`config.mk`:
```
export PLATFORM = sky130hd
export DESIGN_NAME = ibex_register_file_mp_flat
export DESIGN_NICKNAME = d
export VERILOG_FILES = /design/src/rtl/ibex_register_file_mp_if.sv /design/src/rtl/ibex_register_file_mp.sv /design/src/flat_wrapper.sv
export SDC_FILE = /design/constraint.sdc
export NUM_CORES = 2
export LEC_CHECK = 0
export ABC_AREA = 1
export ABC_CLOCK_PERIOD_IN_PS = 4900
export BUFFER_PORTS_ARGS = -buffer_cell sky130_fd_sc_hd__buf_4
export CAP_MARGIN = 20
export CORE_MARGIN = 2
export CORE_UTILIZATION = 30
export CTS_BUF_LIST = sky130_fd_sc_hd__clkbuf_8 sky130_fd_sc_hd__clkbuf_16
export CTS_CLUSTER_DIAMETER = 40
export DETAILED_ROUTE_END_ITERATION = 8
export HOLD_SLACK_MARGIN = 0.05
export PLACE_DENSITY = 0.48
export SLEW_MARGIN = 20
export SYNTH_ARGS = -nofsm -noshare
export SYNTH_HDL_FRONTEND = slang
export SYNTH_SLANG_ARGS = --single-unit
```
`constraint.sdc`:
```
create_clock -name clk_int -period 4.9 [get_ports clk_int]
set_clock_uncertainty 0.1 [all_clocks]
set_input_delay 0.735 -clock clk_int [delete_from_list [all_inputs] [get_ports clk_int]]
set_output_delay 0.735 -clock clk_int [all_outputs]
set_load 0.01 [all_outputs]
```
`src/rtl/ibex_register_file_mp_if.sv`:
```
// Bundled read/write/clear signals of the multi-port register file.
// master = pipeline side (decode/writeback), slave = register file.
interface ibex_register_file_mp_if #(
    parameter int unsigned DataWidth  = 32,
    parameter int unsigned NumRdPorts = 2,
    parameter int unsigned NumWrPorts = 2
);
    logic [5*NumRdPorts-1:0]         raddr_i;
    logic [DataWidth*NumRdPorts-1:0] rdata_o;
    logic [5*NumWrPorts-1:0]         waddr_i;
    logic [DataWidth*NumWrPorts-1:0] wdata_i;
    logic [NumWrPorts-1:0]           we_i;
    logic                            clear_req_i;
    logic                            clear_busy_o;
    logic                            clear_done_o;
    logic                            wr_conflict_o;

    modport master (
        output raddr_i, waddr_i, wdata_i, we_i, clear_req_i,
        input  rdata_o, clear_busy_o, clear_done_o, wr_conflict_o
    );

    modport slave (
        input  raddr_i, waddr_i, wdata_i, we_i, clear_req_i,
        output rdata_o, clear_busy_o, clear_done_o, wr_conflict_o
    );
endinterface

```
`src/rtl/ibex_register_file_mp.sv`:
```
// Flip-flop register file, parametrised read/write ports, sequenced bulk clear.
// Optional write-to-read forwarding enabled by defining RF_WRITE_FWD_EN.
module ibex_register_file_mp #(
    parameter bit          RV32E      = 1'b0,
    parameter int unsigned DataWidth  = 32,
    parameter int unsigned NumRdPorts = 2,
    parameter int unsigned NumWrPorts = 2
) (
    input logic                   clk_int,
    input logic                   rst_ni,
    ibex_register_file_mp_if.slave rf
);
    localparam int unsigned AddrWidth = RV32E ? 4 : 5;
    localparam int unsigned NumWords  = 1 << AddrWidth;

    localparam logic [1:0] IDLE  = 2'd0;
    localparam logic [1:0] CLEAR = 2'd1;
    localparam logic [1:0] DONE  = 2'd2;

    logic [1:0]                 state_q, state_d;
    logic [AddrWidth-1:0]       cnt_q, cnt_d;
    logic                       conflict_q, conflict_d;
    logic [DataWidth-1:0]       mem_q [NumWords];
    logic [DataWidth-1:0]       mem_d [NumWords];
    logic [DataWidth*NumRdPorts-1:0] rdata;
    logic                       clearing;

    assign clearing = (state_q == CLEAR);

    always_comb begin
        state_d = state_q;
        cnt_d   = cnt_q;
        case (state_q)
            IDLE: begin
                if (rf.clear_req_i) begin
                    state_d = CLEAR;
                    cnt_d   = AddrWidth'(1);
                end
            end
            CLEAR: begin
                if (cnt_q == AddrWidth'(NumWords - 1)) state_d = DONE;
                else                                   cnt_d   = cnt_q + 1'b1;
            end
            DONE:    state_d = IDLE;
            default: state_d = IDLE;
        endcase
    end

    // Later write ports overwrite earlier ones, so the highest index wins.
    always_comb begin
        for (int unsigned w = 0; w < NumWords; w++) begin
            mem_d[w] = mem_q[w];
            if (w == 0) begin
                mem_d[w] = '0;
            end else if (clearing) begin
                if (cnt_q == AddrWidth'(w)) mem_d[w] = '0;
            end else begin
                for (int unsigned q = 0; q < NumWrPorts; q++) begin
                    if (rf.we_i[q] && (rf.waddr_i[5*q +: AddrWidth] == AddrWidth'(w))) begin
                        mem_d[w] = rf.wdata_i[DataWidth*q +: DataWidth];
                    end
                end
            end
        end
    end

    always_comb begin
        conflict_d = 1'b0;
        if (!clearing) begin
            for (int unsigned a = 0; a < NumWrPorts; a++) begin
                for (int unsigned b = a + 1; b < NumWrPorts; b++) begin
                    if (rf.we_i[a] && rf.we_i[b] &&
                        (rf.waddr_i[5*a +: AddrWidth] == rf.waddr_i[5*b +: AddrWidth]) &&
                        (rf.waddr_i[5*a +: AddrWidth] != '0)) begin
                        conflict_d = 1'b1;
                    end
                end
            end
        end
    end

    always_ff @(posedge clk_int or negedge rst_ni) begin
        if (!rst_ni) begin
            state_q    <= IDLE;
            cnt_q      <= '0;
            conflict_q <= 1'b0;
            for (int unsigned w = 0; w < NumWords; w++) mem_q[w] <= '0;
        end else begin
            state_q    <= state_d;
            cnt_q      <= cnt_d;
            conflict_q <= conflict_d;
            for (int unsigned w = 0; w < NumWords; w++) mem_q[w] <= mem_d[w];
        end
    end

    always_comb begin
        rdata = '0;
        for (int unsigned p = 0; p < NumRdPorts; p++) begin
            rdata[DataWidth*p +: DataWidth] = mem_q[rf.raddr_i[5*p +: AddrWidth]];
`ifdef RF_WRITE_FWD_EN
            for (int unsigned q = 0; q < NumWrPorts; q++) begin
                if (rf.we_i[q] && !clearing &&
                    (rf.waddr_i[5*q +: AddrWidth] == rf.raddr_i[5*p +: AddrWidth])) begin
                    rdata[DataWidth*p +: DataWidth] = rf.wdata_i[DataWidth*q +: DataWidth];
                end
            end
`endif
            if (!rst_ni || (rf.raddr_i[5*p +: AddrWidth] == '0)) begin
                rdata[DataWidth*p +: DataWidth] = '0;
            end
        end
    end

    assign rf.rdata_o       = rdata;
    assign rf.clear_busy_o  = clearing;
    assign rf.clear_done_o  = (state_q == DONE);
    assign rf.wr_conflict_o = conflict_q;

    // Address bits above AddrWidth are deliberately ignored.
    logic unused_addr_bits;
    assign unused_addr_bits = ^{rf.raddr_i, rf.waddr_i};
endmodule

```
`src/flat_wrapper.sv`:
```
// flat-port wrapper written by rule: the top's interface ports become plain ports
module ibex_register_file_mp_flat 
#(
    parameter bit          RV32E      = 1'b0,
    parameter int unsigned DataWidth  = 32,
    parameter int unsigned NumRdPorts = 2,
    parameter int unsigned NumWrPorts = 2
)
  (clk_int, rst_ni, rf_raddr_i, rf_waddr_i, rf_wdata_i, rf_we_i, rf_clear_req_i, rf_rdata_o, rf_clear_busy_o, rf_clear_done_o, rf_wr_conflict_o);
  ibex_register_file_mp_if #(.DataWidth(DataWidth), .NumRdPorts(NumRdPorts), .NumWrPorts(NumWrPorts)) rf_i ();
  input logic clk_int;
  input logic rst_ni;
  input wire logic [$bits(rf_i.raddr_i)-1:0] rf_raddr_i;
  input wire logic [$bits(rf_i.waddr_i)-1:0] rf_waddr_i;
  input wire logic [$bits(rf_i.wdata_i)-1:0] rf_wdata_i;
  input wire logic [$bits(rf_i.we_i)-1:0] rf_we_i;
  input wire logic [$bits(rf_i.clear_req_i)-1:0] rf_clear_req_i;
  output wire logic [$bits(rf_i.rdata_o)-1:0] rf_rdata_o;
  output wire logic [$bits(rf_i.clear_busy_o)-1:0] rf_clear_busy_o;
  output wire logic [$bits(rf_i.clear_done_o)-1:0] rf_clear_done_o;
  output wire logic [$bits(rf_i.wr_conflict_o)-1:0] rf_wr_conflict_o;
  assign rf_i.raddr_i = rf_raddr_i;
  assign rf_i.waddr_i = rf_waddr_i;
  assign rf_i.wdata_i = rf_wdata_i;
  assign rf_i.we_i = rf_we_i;
  assign rf_i.clear_req_i = rf_clear_req_i;
  assign rf_rdata_o = rf_i.rdata_o;
  assign rf_clear_busy_o = rf_i.clear_busy_o;
  assign rf_clear_done_o = rf_i.clear_done_o;
  assign rf_wr_conflict_o = rf_i.wr_conflict_o;
  ibex_register_file_mp #(.RV32E(RV32E), .DataWidth(DataWidth), .NumRdPorts(NumRdPorts), .NumWrPorts(NumWrPorts)) u_core (.clk_int(clk_int), .rst_ni(rst_ni), .rf(rf_i));
endmodule
```
# == After elaboration in Yosys (flattened, before gate mapping) ==
# Index checks and enable logic that the tools add are counted.
# classes
reduce_logical,137
add_sub_neg,1
mux,140
n_eq_ne,129
magnitude_cmp,2
bitwise,2
# op_table
operator,count
32-bit two-way mux,130
32-bit binary-select mux with 5-bit select,2
5-bit == test (second input constant),48
5-bit by 4-bit == test with 1-bit output (second input constant),24
3-bit nonzero test,31
1-bit logical AND,65
2-bit AND reduction,32
2-bit by 1-bit inequality test with 1-bit output (second input constant),31
5-bit by 3-bit == test with 1-bit output (second input constant),12
5-bit by 2-bit == test with 1-bit output (second input constant),6
5-bit by 1-bit == test with 1-bit output (second input constant),3
6-bit >= comparator (second input constant),2
5-bit NOT with 6-bit output,2
5-bit zero test,2
5-bit two-way mux,2
5-bit case mux with 2 select lines,1
5-bit by 1-bit adder with 5-bit output (second input constant),1
5-bit == test,1
5-bit nonzero test,1
2-bit two-way mux,2
2-bit inequality test (second input constant),2
2-bit case mux with 2 select lines,1
3-bit AND reduction,1
2-bit by 1-bit == test with 1-bit output (second input constant),1
other kinds (6),8
# word_totals
inputBits,89
word_cells,445
regBits,1000

# == Depth between registers and ports, before layout ==
# logic_depth
depth_word,5
mapped_depth,14

# == Worst setup path before layout ==
# OpenSTA, ideal clock, no wires.
# synth_path
path_type,input to output
start,input rf_raddr_i[5]
end,output rf_rdata_o[43]
setup_slack_ns,2.124
t_required_ns,4.065
arrival_time_ns,1.941
stages,11
path_cell_list,buf_4 -> buf_6 -> nor2_4 -> buf_4 -> buf_4 -> nand2_1 -> nand4_1 -> nand3_1 -> nand2_1 -> nand2_1 -> nor2_1
# synth_via
elab_chain_cells,5
word_cells_on_any_way,7
cone_classes,mux: 4; bitwise: 1; reduce/logical: 2
# synth_lines
item,line_no,rtl
"start, declared",flat_wrapper.sv:13,input wire logic [$bits(rf_i.raddr_i)-1:0] rf_raddr_i;
5-bit NOT with 6-bit output (implied by the code),ibex_register_file_mp.sv:99,rdata[DataWidth*p +: DataWidth] = mem_q[rf.raddr_i[5*p +: AddrWidth]];
32-bit binary-select mux with 5-bit select,ibex_register_file_mp.sv:99,
32-bit two-way mux (implied by the code) (2 in a row),ibex_register_file_mp.sv:99,
32-bit two-way mux (*),ibex_register_file_mp.sv:108,if (!rst_ni || (rf.raddr_i[5*p +: AddrWidth] == '0)) begin
"end, declared",flat_wrapper.sv:18,output wire logic [$bits(rf_i.rdata_o)-1:0] rf_rdata_o;
# Every way passes the cells marked *; elsewhere a longest branch is shown, timed or not. The select of a mux whose other input is x is not followed.

# == Worst setup path after layout ==
# layout_path
start,input rf_raddr_i[6]
end,output rf_rdata_o[61]
# The elaborated chain is that of the path after synthesis.

==> qor.txt <==
Crit-path cells -> buf_8, inv_4, nand2_4, o31ai_1, inv_2, nand2_1, nor2_1, buf_4
# setup viols final -> 0
HP Class -> in2reg
Clk slew on worst S/H paths -> 50 ps
GRT Resource Usage Total -> 30.2%
Minimum clock period -> 4320 ps
Final Max Tran Viols -> 0
Post-Syn Nets -> 10,500
Fraction of registers with async set/reset -> 100%
DRT iter0 DRCs -> 11,400
Cell count after synthesis -> 10,400
Global-route wire length before repair -> 511,000 um
Reg2reg path depth -> 7
Power, Total -> 39.8 mW
Vias in the first global route -> 70,800
Initial Util -> 30.1%
Ports -> 156
Mean post-synth cell area -> 6.42 sq um
Maxcap violations -> 0
Post-DRT Antenna Nets -> 0
Fmax -> 231 MHz
Ant diodes -> 0
Max_slew headroom -> 24.8%
PwrDens -> 515 nW/um^2
Most frequent cells in the layout -> nand2_1 (3,171), nand3_1 (1,239), o21ai_0 (1,166)
Clock Path Buffers -> 3
Crit-path max FO -> 32
Wire per inst -> 27.1 um
Total congestion overflow -> 0
HPWL reported at the end of detailed placement -> 202,000 um
Hold Slack -> 161 ps
Die X -> 476 um
Design Area, Final -> 77,400 sq um
Skew-Pair Late Insertion Delay -> 830 ps
Critical-path top delay cell -> inv_2
Routed Wire Length -> 356,000 um
Gpl congestion -> 0.931
CP endpoint kind -> output pin
Cell taking the most area after synthesis -> dfrtp_1
Initial antenna violation count -> 10
Layout cells sized above 1 -> 8.63%
Crit path from -> rf_raddr_i[6]
CP delay by family, top -> buffers and inverters
Mapped Area -> 66,900 sq um
Number of cells on the critical path -> 8
Synth Warn # -> 0
Final period utilization -> 88.2%
Area Overhead vs Synth -> 15.7%
Die area -> 227,000 sq um
Drt drc -> 0
Worst path bufs/invs -> 4
Clock sinks -> 1,000
Final hold vios -> 0
CTS tree -> done
Post-synth EDFFs -> 0
Core ar. -> 222,000 sq um
WS Path Type -> in2out
Final setup margin -> 577 ps
Leakage -> 38.3 nW
VDD IR max -> 0.311 mV
Reg2reg start -> u_core.state_q[1]$_DFFE_PN0P_
Finished Layout Cells -> 13,100
Reg2Reg Setup Slack -> 1250 ps
Root buffer cell -> clkbuf_16
Synth cell types -> 26
Via Count -> 75,700
Synth top area cells -> dfrtp_1 (37%), nand2_1 (18%), nand3_1 (9.3%)
TritonCTS buffer count -> 205
Fin Setup TNS -> 0 ps
Setup crit start kind -> input port
Fill cells -> 23,900
Worst Path Arrival -> 3490 ps
Post-Place Cells -> 12,800
Worst path max stage delay -> 830 ps
Area share of the largest cell type after synthesis -> 37.4%
DRT Pass-1 Iters -> 7
Largest net degree at the start of global routing -> 157
Place WS -> 644 ps
Finished Core Util -> 34.9%
Worst-Margin Slew -> 1130 ps
Synth Flop Type -> dfrtp_1
Register bit total from synthesis -> 1,000
Crit path required time -> 4070 ps
Vert. Die Dim -> 476 um
Vias/cell -> 5.76
Unrepaired setup endpoints after global routing -> false
Crit path to -> rf_rdata_o[61]
H-tree Lvls -> 4
Multi-input logic area -> 34,000 sq um
Total Nets Final -> 10,100
PortBufs -> 155
Num rows -> 173
Commonest non-fill, non-tap cell in the layout -> nand2_1
Storage cell area -> 25,000 sq um
FF-to-FF End -> u_core.mem_q[960]$_DFFE_PN0P_
Placed cell area -> 70,100 sq um
Register area share after synthesis -> 37.4%
Status -> finished clean
## area by class of cell
class,count,area share [%]
Sequential cell,1000,32.3
Multi-Input combinational cell,7394,43.9
Clock inverter,131,1.88
Timing Repair Buffer,389,4.65
Inverter,1006,4.93
Tap cell,2975,4.81
Clock buffer,248,7.46
## worst min-delay path by stage
| stage | start | endpoint | slack, ps | cells past startpoint |
|---|---|---|---|---|
| floorplan | rst_ni | u_core.cnt_q[0]$_DFFE_PN0P_ | 340 | 0 |
| global placement | u_core.mem_q[292]$_DFFE_PN0P_ | u_core.mem_q[292]$_DFFE_PN0P_ | 410 | 2 |
| detailed placement | u_core.mem_q[444]$_DFFE_PN0P_ | u_core.mem_q[444]$_DFFE_PN0P_ | 420 | 2 |
| CTS | rf_waddr_i[3] | u_core.rf.wr_conflict_o$_DFF_PN0_ | 110 | 4 |
| global route | rf_waddr_i[3] | u_core.rf.wr_conflict_o$_DFF_PN0_ | 150 | 4 |
| finish | rf_waddr_i[3] | u_core.rf.wr_conflict_o$_DFF_PN0_ | 160 | 4 |
## power by group
group	internal [mW]	switching, mW	leakage (nW)
combinational	3.83	8.33	21.1
clock	9.59	5.19	3.63
sequential	11.5	1.36	13.6
total	25.0	14.9	38.3
## worst reg2reg max path: cells and delay by family, from the launching register on
kind	cells	cell delay (ps)
AND/OR/NAND/NOR	4	2120
buffers and inverters	2	690
flip-flops	1	370
AO/OA/AOI/OAI	1	180
## synth_stat cells, types with 92 or more instances
cell type and n:
o21ai_0 1166, inv_1 992, nor2_1 517, nand2_1 3256, a21oi_1 155, nand3_1 1245
buf_1 119, o22ai_1 901, clkbuf_1 481, o211ai_1 92, dfrtp_1 1000, buf_2 398
## flip-flops by register name (all words and copies together), names as in the netlist
| name | count |
|---|---|
| u_core.mem_q | 992 |
| u_core.cnt_q | 5 |
| u_core.state_q | 2 |
| u_core.rf.wr_conflict_o | 1 |
## per-layer routing
| metal | GRT usage [%] | routed length, um | vias up |
|---|---|---|---|
| li1 | - | - | 33400 |
| met1 | 41.3 | 146000 | 36300 |
| met2 | 44.1 | 149000 | 5128 |
| met3 | 7.38 | 41100 | 921 |
| met4 | 15.0 | 19600 | 6 |
| met5 | 0 | 39 | - |
## repair_timing
item / CTS / global route
gates resized for setup: 0 / 0
setup buffers: 0 / 0
hold endpoints to repair: 30 / 0
hold buffers: 2 / 0
## kinds of logic after synthesis
logic type	count (synthesis)	share of synthesized area (%)
adders and majority gates	6	0.112
and+or+nand+nor	5043	30.7
buffers and inverters	2023	12.2
AOI/OAI and AO/OA	2345	19.6
DFF	1000	37.4
(Power assumes the default switching activity.)
